===== src/rtl/note_write_ctrl.sv =====
// note_write_ctrl: edge-triggered note RAM writer with fill-level tracking.
// Define NOTE_CLEAR_SWEEP_EN to erase the RAM with a hardware sweep on clear.
module note_write_ctrl #(
  parameter int                ADDR_W      = 6,
  parameter int                DATA_W      = 8,
  parameter logic [DATA_W-1:0] CLEAR_VALUE = '0
) (
  input  logic              clock,
  input  logic              reset,
  input  logic              write,
  input  logic [DATA_W-1:0] note_in,
  input  logic              clear,
  input  logic              wrap_mode,
  output logic              WE,
  output logic [ADDR_W-1:0] writeDirection,
  output logic [DATA_W-1:0] write_data,
  output logic [ADDR_W:0]   note_count,
  output logic              full,
  output logic              overflow,
  output logic              busy
);
  localparam int                DEPTH   = 2**ADDR_W;
  localparam logic [ADDR_W:0]   L_DEPTH = (ADDR_W+1)'(DEPTH);
  localparam logic [ADDR_W:0]   L_C1    = (ADDR_W+1)'(1);
  localparam logic [ADDR_W-1:0] L_A1    = ADDR_W'(1);
  localparam logic [ADDR_W-1:0] L_LAST  = '1;

  logic              r_write_d;
  logic [ADDR_W-1:0] r_ptr;
  logic [ADDR_W:0]   r_count;
  logic              r_we;
  logic [ADDR_W-1:0] r_addr;
  logic [DATA_W-1:0] r_data;
  logic              r_ovf;

  logic              w_write_d;
  logic [ADDR_W-1:0] w_ptr;
  logic [ADDR_W:0]   w_count;
  logic              w_we;
  logic [ADDR_W-1:0] w_addr;
  logic [DATA_W-1:0] w_data;
  logic              w_ovf;
  logic              w_idle;
  logic              w_edge;
  logic              w_full;
  logic              w_take;

`ifdef NOTE_CLEAR_SWEEP_EN
  typedef enum logic {S_IDLE, S_CLEAR} state_t;
  state_t r_state, w_state;
  logic   r_busy, w_busy;
  assign w_idle = (r_state == S_IDLE);
  assign busy   = r_busy;
`else
  assign w_idle = 1'b1;
  assign busy   = 1'b0;
`endif

  assign w_full = (r_count == L_DEPTH);
  assign w_edge = write & ~r_write_d;
  assign w_take = w_edge & (~w_full | wrap_mode);

  always_comb begin
    w_write_d = write;
    w_ptr     = r_ptr;
    w_count   = r_count;
    w_we      = 1'b0;
    w_addr    = r_addr;
    w_data    = r_data;
    w_ovf     = 1'b0;
`ifdef NOTE_CLEAR_SWEEP_EN
    w_state   = r_state;
    w_busy    = r_busy;
`endif
    if (!w_idle) begin
`ifdef NOTE_CLEAR_SWEEP_EN
      // r_addr holds the address just written by the sweep
      if (r_addr == L_LAST) begin
        w_state = S_IDLE;
        w_busy  = 1'b0;
        w_ptr   = '0;
        w_count = '0;
      end else begin
        w_we   = 1'b1;
        w_addr = r_addr + L_A1;
        w_data = CLEAR_VALUE;
      end
`endif
    end else if (clear) begin
`ifdef NOTE_CLEAR_SWEEP_EN
      w_state = S_CLEAR;
      w_busy  = 1'b1;
      w_we    = 1'b1;
      w_addr  = '0;
      w_data  = CLEAR_VALUE;
`else
      w_ptr   = '0;
      w_count = '0;
`endif
    end else if (w_take) begin
      w_we   = 1'b1;
      w_addr = r_ptr;
      w_data = note_in;
      w_ptr  = r_ptr + L_A1;
      if (!w_full) w_count = r_count + L_C1;
    end else if (w_edge) begin
      w_ovf = 1'b1;
    end
  end

  always_ff @(posedge clock) begin
    if (reset) begin
      r_write_d <= 1'b0;
      r_ptr     <= '0;
      r_count   <= '0;
      r_we      <= 1'b0;
      r_addr    <= '0;
      r_data    <= '0;
      r_ovf     <= 1'b0;
`ifdef NOTE_CLEAR_SWEEP_EN
      r_state   <= S_IDLE;
      r_busy    <= 1'b0;
`endif
    end else begin
      r_write_d <= w_write_d;
      r_ptr     <= w_ptr;
      r_count   <= w_count;
      r_we      <= w_we;
      r_addr    <= w_addr;
      r_data    <= w_data;
      r_ovf     <= w_ovf;
`ifdef NOTE_CLEAR_SWEEP_EN
      r_state   <= w_state;
      r_busy    <= w_busy;
`endif
    end
  end

  assign WE             = r_we;
  assign writeDirection = r_addr;
  assign write_data     = r_data;
  assign note_count     = r_count;
  assign full           = w_full;
  assign overflow       = r_ovf;
endmodule


===== config.mk =====
export PLATFORM = sky130hd
export DESIGN_NAME = note_write_ctrl
export DESIGN_NICKNAME = d
export VERILOG_FILES = /design/src/rtl/note_write_ctrl.sv
export SDC_FILE = /design/constraint.sdc
export NUM_CORES = 1
export LEC_CHECK = 0
export ABC_AREA = 1
export BUFFER_PORTS_ARGS = -buffer_cell sky130_fd_sc_hd__buf_2
export CORE_MARGIN = 4
export CORE_UTILIZATION = 27
export DETAILED_ROUTE_END_ITERATION = 16
export PLACE_DENSITY = 0.46
export SLEW_MARGIN = 25
export SYNTH_ARGS = -nofsm -noshare
export SYNTH_HDL_FRONTEND = slang
export SYNTH_SLANG_ARGS = --single-unit
export TNS_END_PERCENT = 50

===== constraint.sdc =====
create_clock -name clock -period 1.7 [get_ports clock]
set_input_delay 0.255 -clock clock [delete_from_list [all_inputs] [get_ports clock]]
set_output_delay 0.255 -clock clock [all_outputs]
set_load 0.01 [all_outputs]

==> flow_summary.ini <==
[run_status]
run_status = finished clean

[yosys]
synth_seq_cells = 30
syn_area_um2 = 1630
synthArstFlopShare_pct = 0
yosysUniqueCellTypes = 26
synth_cells = 238
yosysWarnings = 0
synth_flop_cell = dfxtp_1
syn_nets = 254
syn_avg_cell_area_um2 = 6.83
ys_seq_area_share_pct = 36.9
synth-edff-count = 0

[timing]
max_clock_freq_mhz = 658
finalSetupViolations = 0
skew_ps = 6.53
fin_setup_tns_ps = 0
fin_crit_sh_pct = 89.3
drv_slew = 0
period_minus_slack_ps = 1520
rsz0062_at_grt = no
finalHoldViolCount = 0
holdWs_ps = 166

[layout]
area_growth_pct = 20.0
nNetsFinal = 293
mostFrequentLayoutCells = 54 x inv_1, 47 x nand2_1, 36 x buf_2
antenna_cells = 0
stdcell_area_um2 = 1950
layout_commonest_cell = inv_1
drive_gt1_share_pct = 25.5

[run]
drv_cap = 0

[die]
initial_core_util_pct = 27.6
dieArea_um2 = 7330
ios = 38
die_h_um = 85.6
die_x_um = 85.6
core_um2 = 5890
rows = 28

[cts]
cts_resized = 0
clk_latency_ps = 280
ctsHtreeMaxLevel = 2
tritoncts = built
path_clk_slew_ps = 60
post_cts_buffers = 0
cts.sinks = 30
clk_path_buf_depth = 2
cts_root_buf = clkbuf_8
cts-buffers-inserted = 5
cts.hold.buffers_added = 0

[critical_path]
startpoint_type = register
worst-setup-path-type = register to primary output
cp_max_fo = 5
worstPathRequired_ps = 1440
r2r_slack_ps = 260
cp.arrival_ps = 1260
cp-end-kind = primary output

[placed_design]
portBuffers = 36
dp_hpwl_um = 2610
place_area_um2 = 1860
gp_congestion = 0.752

[route]
wl_met1_um = 1720
via_count = 1470
top_layer = met4
wl_met3_um = 216
vias_per_cell = 4.16
drc = 0
wl_met2_um = 1460
wl_per_cell_um = 9.79
wl_um = 3460
first_pass_iters = 4
drt_iter0_drc = 97
ant_nets = 0

[global_routing]
antenna_found_initial = 0
first_global_vias = 1421
grt_pass1_wl_um = 6200
overflow = 0
grt_max_degree = 16
grtUsageTotal_pct = 10.3

[pwr]
vdd_drop_max_v = 0.000311
power_density_nw_per_um2 = 784
p_leak_nw = 0.996
power_mw = 1.53

[worst_hold_path]
hold_class = primary input to register
-- cell families after synthesis --
logic type / synth area share [%]
adder cells (fa/ha/maj): 2.31
other: 0.231
XOR/XNOR: 1.08
AO/OA/AOI/OAI: 5.23
buffers and inverters: 18.2
AND/OR/NAND/NOR: 36.1
flip-flops: 36.9
-- layout make-up --
cell class	count	area (µm²)
Sequential cell	30	601
Multi-Input combinational cell	141	731
Inverter	58	218
Clock inverter	1	5.00
Clock buffer	7	86.3
Fill cell	662	3930
Timing Repair Buffer	41	218
Tap cell	75	93.8
-- state kept, by name, indices dropped and copies added (netlist names) --
name            count
WE                  1
note_count          7
overflow            1
r_ptr               6
r_write_d           1
writeDirection      6
write_data          8
-- through the flow --
stage | worst slack, ps | utilization [%] | cells
global route | 30.8 | 33.2 | 353
CTS | 158 | 33.2 | 353
global placement | 268 | 31.6 | 345
floorplan | 353 | - | 238
finish | 181 | 33.2 | 353
detailed placement | 230 | 31.6 | 345
-- routing by layer --
layer / GRT usage [%] / vias up
li1: - / 799
met1: 13.6 / 630
met2: 16.2 / 34
met3: 2.88 / 7
met4: 3.45 / 0
met5: 0 / -
-- worst max-delay path, stage by stage, from the launching register on --
cell and delay [ps]:
dfxtp_1 390, inv_1 70, ha_1 210, nand3_1 120
nor2_1 60, buf_2 140
-- final timing paths --
kind,from,to,cells past startpoint
hold reg to reg,r_ptr[5],r_ptr[5],2
setup / recovery,note_count[0],full,5
hold / removal,reset,r_write_d,2
setup reg to reg,note_count[0],writeDirection[4],9
-- synth_stat cells (2+ instances only) --
cell type  count  area share [%]
ha_1           3             2.3
nand2_1       47              11
clkbuf_8       2             1.7
xor2_1         2             1.1
inv_2          4            0.92
nor2_1        22             5.1
dfxtp_1       30              37
inv_1         54              12
nand4_1       20             7.7
nor2_2         3             1.2
o21ai_1        2            0.62
nand2_2       12             4.6
nand3_4        2             2.2
buf_2          4             1.2
o21ai_0        4             1.2
nand3_1       10             3.1
a21oi_1        8             2.5
-- report_power, final --
group          switching (mW)  internal [mW]  total [mW]
combinational           0.119         0.0762       0.196
clock                   0.267          0.326       0.593
sequential             0.0132          0.730       0.743
total                   0.399           1.13        1.53
No activity file was read; power rests on OpenSTA's default activity.
